[src/rtl/pid_bus_frontend.sv]
// Shared 6-bit PID bus front end: reads the plant measurement, then drives PID output u.
// Compile with MEAS_AVG_EN defined to average each measurement with the previous one.
module pid_bus_frontend #(
    parameter int W            = 6,
    parameter int PHASE_CYCLES = 4
) (
    input  logic         clk,
    input  logic         rst_n,
    input  logic         ena,
    input  logic [W-1:0] setpoint,
    input  logic [W-1:0] bus_in,
    output logic [W-1:0] bus_out,
    output logic [W-1:0] bus_oe,
    input  logic [W-1:0] u,
    output logic [W-1:0] e,
    output logic         e_valid,
    output logic [1:0]   phase
);
    localparam int CW = (PHASE_CYCLES > 1) ? $clog2(PHASE_CYCLES) : 1;

    typedef enum logic [1:0] {
        READ   = 2'd0,
        TURN_A = 2'd1,
        WRITE  = 2'd2,
        TURN_B = 2'd3
    } state_t;

    state_t         state, state_nx;
    logic [CW-1:0]  cnt, cnt_nx;
    logic           last, capture, latch_u;
    logic [W-1:0]   meas, e_sat, u_hold, u_hold_nx;
    logic [W:0]     diff;
    logic [W-1:0]   bus_oe_nx, bus_out_nx;
    logic           e_valid_nx;

    assign last    = (cnt == CW'(PHASE_CYCLES - 1));
    assign capture = ena && (state == READ) && last;
    assign latch_u = ena && (state == TURN_A);
    assign phase   = state;

`ifdef MEAS_AVG_EN
    logic [W-1:0] meas_prev;
    logic [W:0]   meas_sum;
    assign meas_sum = {1'b0, bus_in} + {1'b0, meas_prev} + (W+1)'(1);
    assign meas     = W'(meas_sum >> 1);

    always_ff @(posedge clk or negedge rst_n) begin
        if (!rst_n)       meas_prev <= '0;
        else if (!ena)    meas_prev <= '0;
        else if (capture) meas_prev <= bus_in;
    end
`else
    assign meas = bus_in;
`endif

    // Both operands are unsigned, so bits W and W-1 disagree exactly on overflow.
    assign diff = {1'b0, setpoint} - {1'b0, meas};
    always_comb begin
        case ({diff[W], diff[W-1]})
            2'b01:   e_sat = {1'b0, {(W-1){1'b1}}};
            2'b10:   e_sat = {1'b1, {(W-1){1'b0}}};
            default: e_sat = diff[W-1:0];
        endcase
    end

    always_ff @(posedge clk or negedge rst_n) begin
        if (!rst_n) begin
            state <= READ;
            cnt   <= '0;
        end else begin
            state <= state_nx;
            cnt   <= cnt_nx;
        end
    end

    always_comb begin
        state_nx = state;
        cnt_nx   = '0;
        case (state)
            READ:    if (last) state_nx = TURN_A; else cnt_nx = cnt + CW'(1);
            TURN_A:  state_nx = WRITE;
            WRITE:   if (last) state_nx = TURN_B; else cnt_nx = cnt + CW'(1);
            default: state_nx = READ;
        endcase
        if (!ena) begin
            state_nx = READ;
            cnt_nx   = '0;
        end
    end

    // Outputs are decoded from the next state so the registered copies line up with it.
    always_comb begin
        u_hold_nx  = latch_u ? u : u_hold;
        bus_oe_nx  = (state_nx == WRITE) ? '1 : '0;
        bus_out_nx = (state_nx == WRITE) ? u_hold_nx : '0;
        e_valid_nx = (state_nx == TURN_A);
    end

    always_ff @(posedge clk or negedge rst_n) begin
        if (!rst_n) begin
            bus_oe  <= '0;
            bus_out <= '0;
            e_valid <= 1'b0;
            u_hold  <= '0;
            e       <= '0;
        end else begin
            bus_oe  <= bus_oe_nx;
            bus_out <= bus_out_nx;
            e_valid <= e_valid_nx;
            u_hold  <= u_hold_nx;
            if (capture) e <= e_sat;
        end
    end
endmodule

[config.mk]
export PLATFORM = sky130hd
export DESIGN_NAME = pid_bus_frontend
export DESIGN_NICKNAME = d
export VERILOG_FILES = /design/src/rtl/pid_bus_frontend.sv
export SDC_FILE = /design/constraint.sdc
export NUM_CORES = 1
export LEC_CHECK = 0
export ABC_AREA = 1
export BUFFER_PORTS_ARGS = -buffer_cell sky130_fd_sc_hd__buf_2
export CORE_UTILIZATION = 44
export DETAILED_ROUTE_END_ITERATION = 7
export PLACE_DENSITY = 0.71
export SLEW_MARGIN = 20
export SYNTH_ARGS = -nofsm -noshare
export SYNTH_HDL_FRONTEND = slang
export SYNTH_SLANG_ARGS = --single-unit
[constraint.sdc]
create_clock -name clk -period 1.41 [get_ports clk]
set_clock_uncertainty 0.1 [all_clocks]
set_input_delay 0.282 -clock clk [delete_from_list [all_inputs] [get_ports clk]]
set_output_delay 0.282 -clock clk [all_outputs]
set_load 0.01 [all_outputs]
# Yosys cells after proc, flatten, opt, wreduce, memory -nomap -nowiden
# Cells that the tools add are included.
[totals]
output_inout_bits = 21
latchBits = 0
regBits = 29
word_cells = 32
input_bits = 21
romBits = 0
mem_bits_rw = 0
n_memories = 0
[op_classes]
bitwise_logic = 0
div_mod_pow = 0
multipliers = 0
n_mux = 11
n_shift = 0
eq_ne = 7
n_addsub = 2
magnitude_cmp = 0
reduce_logical = 5
[ops]
columns = ["cell", "count"]
rows = [
  ["$mux 6", 3],
  ["$mux 2", 6],
  ["$pmux 6 s2", 1],
  ["$eq 2x2->1 const B", 4],
  ["$sub 6x6->7", 1],
  ["$eq 2x1->1 const B", 3],
  ["$pmux 2 s3", 1],
  ["$logic_and 1x1->1", 3],
  ["$add 2x1->2 const B", 1],
  ["$logic_not 2->1", 1],
  ["$reduce_or 2->1", 1],
]

# Logic depth before layout (Yosys ltp)
# Gate-level depths: netlist of the first run.
[depth]
depth_word = 6
ltp_mapped = 14
mapped_depth_nobuf = 14

# Worst setup path after synthesis of the first run
# OpenSTA, ideal clock, no wires.
[synth_path]
kind = "input -> register"
startpoint = "input port setpoint[0]"
endpoint = "register e[0]"
path_buffers = 0
setup_time_ps = 136
stages = 13
slack_ps = -687
required_time_ps = 1174
arrival_ps = 1862
cell_sequence = "inv_1 -> ha_1 -> inv_1 -> fa_1 -> nand3_1 -> nand2_1 -> nand2_1 -> nand2_1 -> a21oi_2 -> ha_1 -> inv_1 -> a21oi_2 -> a22oi_1"
[synth_between]
elab_chain_len = 3
word_cells_on_any_way = 4
cone_classes = "add/sub: 1; eq/ne: 2; mux: 1"
[synth_lines]
columns = ["item", "line_no", "source"]
rows = [
  ["start, declared", "10", "input logic [W-1:0] setpoint,"],
  ["$sub 6x6->7 *", "57", "assign diff = {1'b0, setpoint} - {1'b0, meas};"],
  ["$eq 2x2->1 / $eq 2x1->1 (equally long branches)", "59", "case ({diff[W], diff[W-1]})"],
  ["$pmux 6 s2 *", "59", ""],
  ["end signal, assigned", "111", "if (capture) e <= e_sat;"],
  ["end, declared", "15", "output logic [W-1:0] e,"],
]
# Mark *: on every way between the ends. The rest lies on a longest branch, timed or not.
# A chain may end at the register's enable or synchronous reset.

# Worst setup path in the final report of the first run
[layout_path]
startpoint = "input port setpoint[0]"
endpoint = "register e[5]"
# Same word-level chain as after synthesis.

==> results_dict.tcl, run 1 <==
set metrics [dict create \
    antenna_found_initial 0 \
    dp_hpwl_um 1980 \
    worst_pin_slew_ps 509 \
    cap_violations 0 \
    violations "setup timing" \
    cts.sinks 24 \
    path_max_fanout 6 \
    wirelength_um 2860 \
    grt_pass1_vias 1108 \
    cp-end-kind "flip-flop" \
    antenna_left 0 \
    fin_ws_ps -452 \
    gp_congestion 0.873 \
    layout_common_cells "39 x buf_2, 30 x inv_1, 24 x dfrtp_1, 22 x buf_4, 21 x nand2_1" \
    yosysSeqAreaShare_pct 45.9 \
    multi_input_area_um2 683 \
    power_leakage_nw 1.09 \
    drive_gt1_share_pct 49.5 \
    seq_area_um2 601 \
    hold_class "in2reg" \
    crit_top_cell "nand2_1" \
    design_area_um2 1970 \
    fin_crit_sh_pct 132 \
    synthFlopType "dfrtp_1" \
    grt_setup_unrepaired "yes" \
    async_reset_ff_share_pct 100 \
    powerDensity_nw_per_um2 1360 \
    crit_type "in2reg" \
    max_stage_delay_ps 350 \
    clock_latency_ps 300 \
    cts.path.max_buffers 2 \
    layout_min_cycle_time_ps 1860 \
    wl_per_cell_um 11.6 \
    maxSlewViolCount 0 \
    io_pins 42 \
    cts.clk_slew.worst_paths_ps 130 \
    grt_pass1_wl_um 4390 \
    synth.distinct_cells 24 \
    ys_top_cells_by_area "dfrtp_1 46%, ha_1 12%, inv_1 10%" \
    die-area_um2 3200 \
    outcome "finished with violations" \
    synth_top_area_share_pct 45.9 \
    netlist_area_um2 1310 \
    nets 252 \
    avgSynthCellArea_um2 8.73 \
    synth-seq-cells 24 \
    setup_viol 13 \
    drc 0 \
    layout_commonest_cell "buf_2" \
    antennaDiodeCount 0 \
    syn_nets 185 \
    h-tree-depth 1 \
    port_buffers 41 \
    route.vias.total 1165 \
    yosysTopAreaCell "dfrtp_1" \
    syn_inst 150 \
    fmax_mhz 537 \
    grt_overflow 0 \
    start_util_pct 47.1 \
    place_worst_setup_slack_ps -885 \
    syn_to_final_growth_pct 50.8 \
    routed_via_density 4.72 \
    path_cells "buf_8, inv_12, ha_4, inv_4, fa_2, nand3_2, nand2_1, nand2_2, nand2_2, a21oi_4, ha_4, buf_4, nor2_2, nor2_1, nand2_1, nand2_1" \
    dr.first_iter.drc_count 27 \
    die_height_um 56.5 \
    yosys_warnings 0 \
    peakVddDrop_mv 1.25 \
    row_count 19 \
    fill_cells 208 \
    drt_first_pass_iters 4 \
    arrival_ps 1980 \
    hold_violations 0 \
    cp_slowest_cell "fa_2" \
    cts_root_buf "clkbuf_4" \
    synth_edf_count 0 \
    cts_tree "done" \
    die_w_um 56.5 \
    grt.total_usage_pct 17.3 \
    required_ps 1530 \
    maxSlewHeadroom_pct 66.0 \
    start_kind "input port" \
    cts_made_buffers 3 \
    post_dp_cell_area_um2 1680 \
    grt_start_max_net_pins 25 \
    core_um2 2780 \
]
==> cell families (layout without fill, tap and decap cells) <==
| kind of cell | Yosys count | count (layout) | share of synthesized area, % |
|---|---|---|---|
| buffers and inverters | 43 | 109 | 13.9 |
| and+or+nand+nor | 51 | 51 | 17.6 |
| DFF | 24 | 24 | 45.9 |
| AOI/OAI and AO/OA | 18 | 18 | 8.70 |
| adders and majority gates | 14 | 14 | 14.0 |
==> synthesized netlist by cell type (2+ instances only) <==
cell type,instances
inv_1,36
nand2_1,25
dfrtp_1,24
ha_1,13
nor2_1,11
nand3_1,6
a22oi_1,5
buf_4,5
o21ai_1,5
a21oi_1,3
a21oi_2,2
nand3b_1,2
o21ai_0,2
==> layout make-up <==
cell class	instances	share of cell area (%)
inverter	37	7.93
clock buffer	3	1.14
sequential	24	30.4
clock inverter	1	1.52
timing repair buffer	68	22.4
tap	31	1.97
multi-input combinational	83	34.6
==> critical path: cells and delay by family <==
| kind | cells | cell delay, ps |
|---|---|---|
| buffers and inverters | 4 | 320 |
| and+or+nand+nor | 8 | 520 |
| adders and majority gates | 3 | 710 |
| AOI/OAI and AO/OA | 1 | 150 |
==> metrics by stage <==
stage	utilization (%)	hold WS (ps)	cells	setup TNS [ps]	total power [W]
detailed placement	60.5	187	231	-5210	0.00200
global route	70.9	64.2	247	-4150	0.00289
finish	70.9	81.5	247	-3070	0.00269
floorplan	-	-114	150	-3550	0.00165
global placement	60.5	174	231	-4910	0.00196
CTS	64.4	82.3	240	-2340	0.00251
==> final timing paths <==
check / depth (start not counted) / slack [ps] / start / endpoint
worst min register to register: 1 / 350 / cnt[0]$_DFF_PN0_ / cnt[0]$_DFF_PN0_
worst max register to register: 7 / -80 / phase[0]$_DFF_PN0_ / bus_out[0]$_DFF_PN0_
worst min-delay path: 3 / 80 / u[3] / u_hold[3]$_DFF_PN0_
worst max-delay path: 16 / -450 / setpoint[0] / e[5]$_DFFE_PN0P_
min in group asynchronous: 2 / 360 / rst_n / u_hold[5]$_DFF_PN0_
max in group asynchronous: 2 / 500 / rst_n / phase[0]$_DFF_PN0_
==> registers in the layout, indices dropped and copies added (netlist names) <==
name     count
bus_oe       1
bus_out      6
cnt          2
e            6
e_valid      1
phase        2
u_hold       6
==> routing by layer <==
| metal | global-route usage (%) | vias up | wire length [um] |
|---|---|---|---|
| met5 | 0 | - | 0 |
| met1 | 20.4 | 546 | 1180 |
| li1 | - | 587 | - |
| met2 | 31.8 | 30 | 1570 |
| met4 | 7.32 | 0 | 21 |
| met3 | 1.38 | 2 | 81 |
==> repair_timing <==
item,CTS,global route
hold buffers,1,0
buffers inserted,4,6
pin swaps,11,8
hold endpoints to repair,24,0
setup endpoints to repair,12,20
resized for setup,5,27
gates cloned,0,1
==> report_power, final <==
| part | leakage, nW | internal [W] | switching [W] |
|---|---|---|---|
| clock | 0.0279 | 0.000287 | 0.000194 |
| combinational | 0.771 | 0.000581 | 0.000620 |
| sequential | 0.292 | 0.000906 | 0.000103 |
| total | 1.09 | 0.00177 | 0.000916 |
No activity file was read; power rests on OpenSTA's default activity.
==> run 2: changes to the inputs <==
clock period = 2.25 ns   (was 1.41 ns; I/O delays follow)
==> run 2 against run 1 <==
  * The run now ends clean
  * Critical path depth shrank 2
  * Cell area down 15%
  * Die area stayed put
  * Critical path type unchanged
==> results_dict.tcl, run 2 (synthesis gave the netlist of run 1 again) <==
set metrics [dict create \
    outcome "complete, no violations" \
    die_height_um 56.5 \
    min_from "u[5]" \
    powerDensity_nw_per_um2 871 \
    cts_tree "done" \
    power.total_w 0.00145 \
    place_worst_setup_slack_ps -278 \
    fmax_mhz 467 \
    cap_violations 0 \
    pwr-share-comb_pct 41.0 \
    maxSlewViolCount 0 \
    p_switching_w 0.000526 \
    start_util_pct 47.1 \
    grt_pass1_vias 1014 \
    wirelength_um 2400 \
    layout_commonest_cell "buf_2" \
    grt_setup_unrepaired "no" \
    drive_gt1_share_pct 34.7 \
    fin_ws_ps 110 \
    hold_violations 0 \
    required_ps 2380 \
    route.vias.total 1057 \
    fill_cells 242 \
    wl_per_cell_um 10.4 \
    layout_min_cycle_time_ps 2140 \
    io_pins 42 \
    syn_to_final_growth_pct 27.6 \
    grt_start_max_net_pins 25 \
    gp_congestion 0.907 \
    row_count 19 \
    start_kind "input port" \
    die_w_um 56.5 \
    reg2reg_from "phase[1]$_DFF_PN0_" \
    cp-end-kind "flip-flop" \
    routed_via_density 4.60 \
    drt_first_pass_iters 4 \
    worst_pin_slew_ps 508 \
    cts_root_buf "clkbuf_4" \
    p_int_w 0.000928 \
    cts.path.max_buffers 2 \
    swShare_pct 36.2 \
    cts_made_buffers 3 \
    hold_class "in2reg" \
    port_buffers 41 \
    dr.first_iter.drc_count 40 \
    layout_common_cells "41 x buf_2, 33 x inv_1, 25 x nand2_1, 24 x dfrtp_1" \
    nets 235 \
    peakVddDrop_mv 0.508 \
    cts.clk_slew.worst_paths_ps 120 \
    clock_latency_ps 320 \
    path_max_fanout 5 \
    grt_overflow 0 \
    setup_viol 0 \
    core_um2 2780 \
    finalSetupTns_ps 0 \
    maxSlewHeadroom_pct 66.1 \
    fin_crit_sh_pct 95.1 \
    antennaDiodeCount 0 \
    grt_pass1_wl_um 4280 \
    crit_start "setpoint[0]" \
    design_area_um2 1670 \
    power.share.clock_pct 15.5 \
    h-tree-depth 1 \
    arrival_ps 2270 \
    p_seq_share_pct 43.5 \
    crit_type "in2reg" \
    power_leakage_nw 0.987 \
    biggestRegsByFlops "bus_out (6), e (6), u_hold (6)" \
    antenna_left 0 \
    die-area_um2 3200 \
    dp_hpwl_um 1930 \
    post_dp_cell_area_um2 1580 \
    drc 0 \
    cts.sinks 24 \
    antenna_found_initial 0 \
    grt.total_usage_pct 17.7 \
]
==> run 2: cell types whose count changed in the layout (fill, tap and decap cells not counted), sizes merged <==
cell | before | now
clkbuf | 3 | 4
bufinv | 1 | 0
buf | 67 | 50
==> run 2: power groups by stage <==
stage | Clock [W] | Sequential (W) | Combinational, W
2_1_floorplan | 0 | 0.000676 | 0.000345
3_3_place_gp | 0 | 0.000638 | 0.000556
3_5_place_dp | 0 | 0.000640 | 0.000583
4_1_cts | 0.000233 | 0.000634 | 0.000585
5_1_grt | 0.000250 | 0.000649 | 0.000685
6_report | 0.000225 | 0.000632 | 0.000597
==> run 2: worst paths after layout <==
kind	to	slack [ps]	cells after the start
setup reg to reg	bus_out[0]$_DFF_PN0_	750	5
hold reg to reg	cnt[0]$_DFF_PN0_	360	1
max in group asynchronous	bus_out[4]$_DFF_PN0_	1190	2
hold / removal	u_hold[5]$_DFF_PN0_	260	3
setup / recovery	e[0]$_DFFE_PN0P_	110	14
min in group asynchronous	bus_oe[4]$_DFF_PN0_	510	2
==> run 2: what timing repair did <==
| item | CTS | global route |
|---|---|---|
| hold endpoints to repair | 24 | 0 |
| hold buffers | 1 | 0 |
| buffers inserted | 0 | 1 |
| resized for setup | 0 | 11 |
| endpoints found under the setup margin | 0 | 5 |
==> run 2: final cells by class <==
| cell class | instances | area (um2) | share of cell area [%] |
|---|---|---|---|
| sequential | 24 | 601 | 36.0 |
| multi-input combinational | 83 | 571 | 34.2 |
| timing repair buffer | 51 | 283 | 16.9 |
| inverter | 37 | 141 | 8.46 |
| tap | 31 | 38.8 | 2.32 |
| clock buffer | 4 | 36.3 | 2.17 |
==> run 2: worst max-delay path: stages <==
cell and delay [ps]:
buf_2 100, inv_2 50, ha_4 110, inv_2 40
fa_2 400, nand3_2 90, nand2_1 50, nand2_1 80
nand2_1 60, a21oi_2 200, ha_4 200, inv_4 50
or2_0 210, a22oi_1 170
==> run 2: metrics by stage <==
stage,instances,utilization [%],hold WS [ps]
after detailed placement,224,56.9,341
after floorplan,150,-,54.4
after CTS,229,58.6,251
after global routing,230,60.1,261
final,230,60.1,255
after global placement,224,56.9,325
==> run 2: routing by layer <==
layer / track usage, % / part of all wire [%] / up-vias
met5: 0 / 0 / -
met4: 11.5 / 3.2 / 0
met3: 2.53 / 4.5 / 4
met2: 30.9 / 50 / 34
met1: 20.0 / 42 / 463
li1: - / - / 556
